$ cat src/rtl/pc_fetch_stage.sv
// Instruction-fetch stage: program counter, ROM address/enable generation and
// the IF/ID pipeline register feeding decode, with delay-slot branch redirect.
module pc_fetch_stage #(
  parameter logic [31:0] RESET_PC = 32'h00000000,
  parameter logic [31:0] NOP_INST = 32'h00000000
) (
  input  logic        clk,
  input  logic        rst,
  input  logic        stall_if_i,
  input  logic        stall_id_i,
  input  logic        branch_flag_i,
  input  logic [31:0] branch_target_i,
  input  logic        flush_i,
  input  logic [31:0] new_pc_i,
  output logic        rom_ce_o,
  output logic [31:0] rom_addr_o,
  input  logic [31:0] rom_data_i,
  output logic [31:0] id_pc_o,
  output logic [31:0] id_inst_o,
  output logic        id_adel_o
);

  logic [31:0] pc;
  logic [31:0] next_pc;
  logic        bubble;

  // A branch seen while IF is stalled is dropped; decode re-asserts it later.
  always_comb begin
    next_pc = pc + 32'd4;
    if (flush_i)
      next_pc = new_pc_i;
    else if (stall_if_i)
      next_pc = pc;
    else if (branch_flag_i)
      next_pc = branch_target_i;
  end

  always_ff @(posedge clk or negedge rst) begin
    if (!rst) begin
      rom_ce_o <= 1'b0;
      pc       <= RESET_PC;
    end else begin
      rom_ce_o <= 1'b1;
      if (rom_ce_o)
        pc <= next_pc;
    end
  end

  assign rom_addr_o = pc;

  assign bubble = !rom_ce_o || flush_i || (stall_if_i && !stall_id_i);

  // Misaligned fetches pass through with adel set so decode can raise AdEL.
  always_ff @(posedge clk or negedge rst) begin
    if (!rst) begin
      id_pc_o   <= 32'h00000000;
      id_inst_o <= NOP_INST;
      id_adel_o <= 1'b0;
    end else if (bubble) begin
      id_pc_o   <= 32'h00000000;
      id_inst_o <= NOP_INST;
      id_adel_o <= 1'b0;
    end else if (!stall_id_i) begin
      id_pc_o   <= pc;
      id_inst_o <= rom_data_i;
      id_adel_o <= (pc[1:0] != 2'b00);
    end
  end

endmodule

$ cat config.mk
export PLATFORM = sky130hd
export DESIGN_NAME = pc_fetch_stage
export DESIGN_NICKNAME = d
export VERILOG_FILES = /design/src/rtl/pc_fetch_stage.sv
export SDC_FILE = /design/constraint.sdc
export NUM_CORES = 1
export LEC_CHECK = 0
export CAP_MARGIN = 15
export CORE_ASPECT_RATIO = 0.5
export CORE_UTILIZATION = 40
export CTS_BUF_LIST = sky130_fd_sc_hd__clkbuf_8
export DETAILED_ROUTE_END_ITERATION = 8
export HOLD_SLACK_MARGIN = 0.1
export PLACE_DENSITY = 0.74
export SYNTH_ARGS = -nofsm -noshare
export SYNTH_HDL_FRONTEND = slang
export SYNTH_SLANG_ARGS = --single-unit
$ cat constraint.sdc
create_clock -name clk -period 2.6 [get_ports clk]
set_input_delay 0.26 -clock clk [delete_from_list [all_inputs] [get_ports clk]]
set_output_delay 0.26 -clock clk [all_outputs]
set_load 0.02 [all_outputs]
# ---- Yosys cells after proc, flatten, opt, wreduce, memory -nomap -nowiden
# Index checks and enable logic that the tools add are counted.
dict set report classes {
  add_sub_neg 1
  bitwise_logic 0
  magnitude_cmp 0
  reduce_logical 7
  eq_ne 2
  n_shift 0
  multipliers 0
  n_mux 9
  div 0
}
# cell n
set ops {}
lappend ops {{32-bit 2-to-1 mux} 7}
lappend ops {{32-bit by 3-bit adder with 32-bit output (second input constant)} 1}
lappend ops {{2-bit by 1-bit != test with 1-bit output (second input constant)} 2}
lappend ops {{1-bit logical NOT} 2}
lappend ops {{1-bit logical OR} 2}
lappend ops {{1-bit 2-to-1 mux} 2}
lappend ops {{2-bit AND reduction} 1}
lappend ops {{2-bit nonzero test} 1}
lappend ops {{1-bit logical AND} 1}
dict set report totals {
  word_cells 24
  out_inout_bits 98
  mem_bits_ro 0
  register_bits 98
  ram_bits 0
  latchBits 0
  mem_count 0
}

# ---- Longest topological paths before layout
dict set report logic_depth {
  ltp_word 4
  mapped_depth 6
}

# ---- Worst setup path before layout
# Ideal clock, no wire load.
dict set report synth_path {
  path_type {register to register}
  from {reg pc[14] (netlist: rom_addr_o[14])}
  to {reg pc[25] (netlist: rom_addr_o[25])}
  arrival_time_ns 1.933
  stages_incl_launch_ff 6
  setup_time_ns 0.087
  setup_slack_ns 0.580
  required_ns 2.513
  n_path_buf 1
  cell_sequence {dfrtp_1 > buf_2 > nand4_4 > or4_1 > or4_1 > o211ai_1}
}
dict set report synth_via {
  elab_chain_cells 4
}
# element line
set synth_lines {}
lappend synth_lines {{start, declared} 23} ;# logic [31:0] pc;
lappend synth_lines {{start signal, assigned} 45} ;# pc <= next_pc;
lappend synth_lines {{32-bit by 3-bit adder with 32-bit output} 29} ;# next_pc = pc + 32'd4;
lappend synth_lines {{32-bit 2-to-1 mux} 34} ;# else if (branch_flag_i)
lappend synth_lines {{32-bit 2-to-1 mux} 32} ;# else if (stall_if_i)
lappend synth_lines {{32-bit 2-to-1 mux} 30} ;# if (flush_i)
# No other way between the ends. The select of a mux whose other input is x is not followed.
# A chain may end at the register's enable or synchronous reset.

# ---- Worst setup path in the final report
dict set report layout_path {
  from {reg pc[5] (netlist: rom_addr_o[5])}
  to {reg pc[25] (netlist: rom_addr_o[25])}
}
# The elaborated chain is that of the path after synthesis.

==> impl_results.md <==
- Synth area leaders: dfrtp_1 (48%), mux2i_1 (14%), nor2_1 (6.6%)
- Hold bufs inserted after CTS: 1
- Non-Filler Instances: ~890
- Top FF cell, synth: dfrtp_1
- Synth Cell Area: 5110 um2
- Min-Delay Path Class: in -> reg
- Most common cell in the netlist: dfrtp_1
- Worst r2r src: rom_addr_o[5]
- DRT Pass-1 Iters: 7
- Post-route setup TNS: 0 ns
- Final Hold Fails: 0
- Share of layout cells above drive strength 1: 7.83%
- Leading area contributor after synthesis: dfrtp_1
- Die area: 13300 um2
- Mapped Avg Cell Area: around 10 um2
- Synth Register Bits: a little under 100
- Initial Util: 42.2%
- Asr flop ratio synth: 100%
- Clock insertion delay at the later pin of the skew report: 0.38 ns
- Reg2reg end: rom_addr_o[25]
- Hold Crit Depth: 3
- Die X: between 150 and 200 um
- Number of CTS-inserted buffers: 9
- Yosys Warn Count: 0
- Final setup fails: 0
- P_leak: about 3.2 nW
- Fillcell total: between 1000 and 1500
- ANT cells: 0
- Rel. slew slack: a little over half
- Worst Skew: about 0.0070 ns
- Vias per cell: ~5.6
- H-Tree Depth: 3
- Overall Global Routing Usage: between 20% and 30%
- Arr. time, crit path: about 2.6 ns
- Post-CTS Setup Repair Bufs: 0
- Routability congestion estimate: ~0.89
- # IOs: 200
- CTS tree: done
- Total wire length: around 16000 um
- Post-DP HPWL: approximately 12000 um
- Number of antenna violations at the first check in global routing: 0
- P&R area growth vs syn: 48.5%
- Max cap viols: 0
- RSZ-0062 raised after global routing: false
- Tmin final: roughly 2.3 ns
- First-pass GRT wire length: 25100 um
- Row Count: 28
- Vias: between 4000 and 5000
- Post-DRT Antenna Nets: 0
- Status: complete, no violations
- Slew @ Worst Pin: 0.706 ns
- Number of global-route vias before repair: around 4700
- DRT iter0 DRCs: 440
- Core ar.: around 12000 um2
- Root Driver: clkbuf_8
- Post-cts resize count: 0
- Commonest cells in the netlist: dfrtp_1 (98), nor2_1 (90), mux2i_1 (70)
- Yosys cell types: 52
- Syn_nets: approximately 630
- Avg WL per Cell: ~18 um
- DRC: 0
- Die height: 81.9 um
- Setup CP Type: reg -> reg
- Post-synth EDFFs: 0
- Number of clock sinks: just under 100
- Hold wc startpoint: stall_id_i
- Maximum clock path buffer count: 2
- Worst R2R Path Depth: 4
- Fin nets: 826
- Reg clk slew, reported paths: around 0.10 ns
- Period utilisation layout: slightly below 90%
- Total gr overflow: 0
- Critical path startpoint category: flop
- PwrDens: roughly 520 nW/um2
- Peak supply drop: 0.000275 V
- CP endpoint kind: flop
- Hold Path Sink: id_inst_o[3]
- Post-synthesis cell count: roughly 520
- Highest Clock Rate: between 0.4 and 0.5 GHz
- # placed instances: around 900
- Synth top area share: 48.0%
- Largest net degree at the start of global routing: 60
- Register area share after synthesis: a little under half
- CP required: between 2 and 3 ns
- Max-slew violations: 0
- R2R Setup Slk: approximately 0.33 ns
- IO buf count: 199
- Critical-path maximum fanout: 10
-- cells in the final DEF, fill, tap and decap left out, types with 2 or more instances in the layout --
cell / instances
clkdlybuf4s50_1: 197
dfrtp_1: 98
nor2_1: 89
mux2i_1: 70
nand2_1: 30
o21ai_0: 29
buf_4: 28
a22o_1: 19
nand3_1: 16
nand4_1: 13
a21oi_1: 11
nor4_1: 10
clkbuf_8: 10
o211ai_1: 8
a22oi_1: 8
o2bb2ai_1: 8
nor3_1: 7
or4_1: 6
a31oi_1: 6
inv_1: 5
and4_1: 4
and3_1: 4
a222oi_1: 4
nand2b_1: 3
or3_1: 3
o311ai_0: 3
a211o_1: 2
mux2_2: 2
a221oi_1: 2
and2_1: 2
clkinvlp_4: 2
buf_12: 2
-- power by group --
group | switching [mW] | internal (mW)
clock network | 0.598 | 0.394
registers | 0.195 | 1.64
logic | 0.539 | 0.559
total | 1.33 | 2.59
-- cell type report --
| class | count | area [um2] | area share [%] |
|---|---|---|---|
| Timing Repair Buffer | 228 | 2230 | 29.4 |
| Clock inverter | 6 | 60.1 | 0.791 |
| Sequential cell | 98 | 2450 | 32.3 |
| Clock buffer | 10 | 138 | 1.81 |
| Multi-Input combinational cell | 381 | 2480 | 32.7 |
| Tap cell | 165 | 206 | 2.72 |
| Inverter | 5 | 18.8 | 0.247 |
-- state kept, by name (all words and copies together), names as in the netlist --
name,flops
id_adel_o,1
id_inst_o,32
id_pc_o,32
rom_addr_o,32
rom_ce_o,1
-- through the flow --
| stage | power, mW | setup slack [ns] | hold slack (ns) | instance area (um2) | util (%) |
|---|---|---|---|---|---|
| 3_3_place_gp | 2.94 | 0.444 | 0.342 | 7380 | 60.9 |
| 3_5_place_dp | 2.95 | 0.427 | 0.350 | 7380 | 60.9 |
| 2_1_floorplan | 2.35 | 0.580 | -0.0356 | 5110 | - |
| 5_1_grt | 4.12 | 0.215 | 0.387 | 7590 | 62.6 |
| 6_report | 3.92 | 0.326 | 0.385 | 7590 | 62.6 |
| 4_1_cts | 3.96 | 0.410 | 0.378 | 7590 | 62.6 |
-- metal layers --
metal,GRT usage (%),routed length (um),vias up
li1,-,-,2335
met1,34.4,7550,2406
met2,38.8,7460,205
met3,4.55,1120,20
met4,7.74,216,0
met5,0,0,-
-- how the worst max path moves through the flow --
stage	startpoint	end	slack (ns)	cells after the start
after floorplan	rom_addr_o[14]	rom_addr_o[25]	0.58	5
after global routing	rom_addr_o[5]	rom_addr_o[25]	0.21	4
final	rom_addr_o[5]	rom_addr_o[25]	0.33	4
after detailed placement	rom_addr_o[5]	rom_addr_o[25]	0.43	4
after global placement	flush_i	rom_addr_o[31]	0.44	5
after CTS	rom_addr_o[5]	rom_addr_o[25]	0.41	4
-- worst max-delay path: stages (launching register included) --
cell	delay, ns
dfrtp_1	0.54
nand4_1	0.46
or4_1	0.58
or4_1	0.52
o211ai_1	0.10
-- kinds of logic (layout without fill, tap and decap cells) --
logic type	Yosys count	count (layout)	share of synthesized area (%)
AND/OR/NAND/NOR	199	199	19.0
AO/OA/AOI/OAI	108	108	15.0
flip-flops	98	98	48.0
multiplexers	72	72	14.1
buffers and inverters	45	249	3.57
adder cells (fa/ha/maj)	1	1	0.245
other	1	1	0.0734
Note: power is estimated with default switching activity, not from simulation.
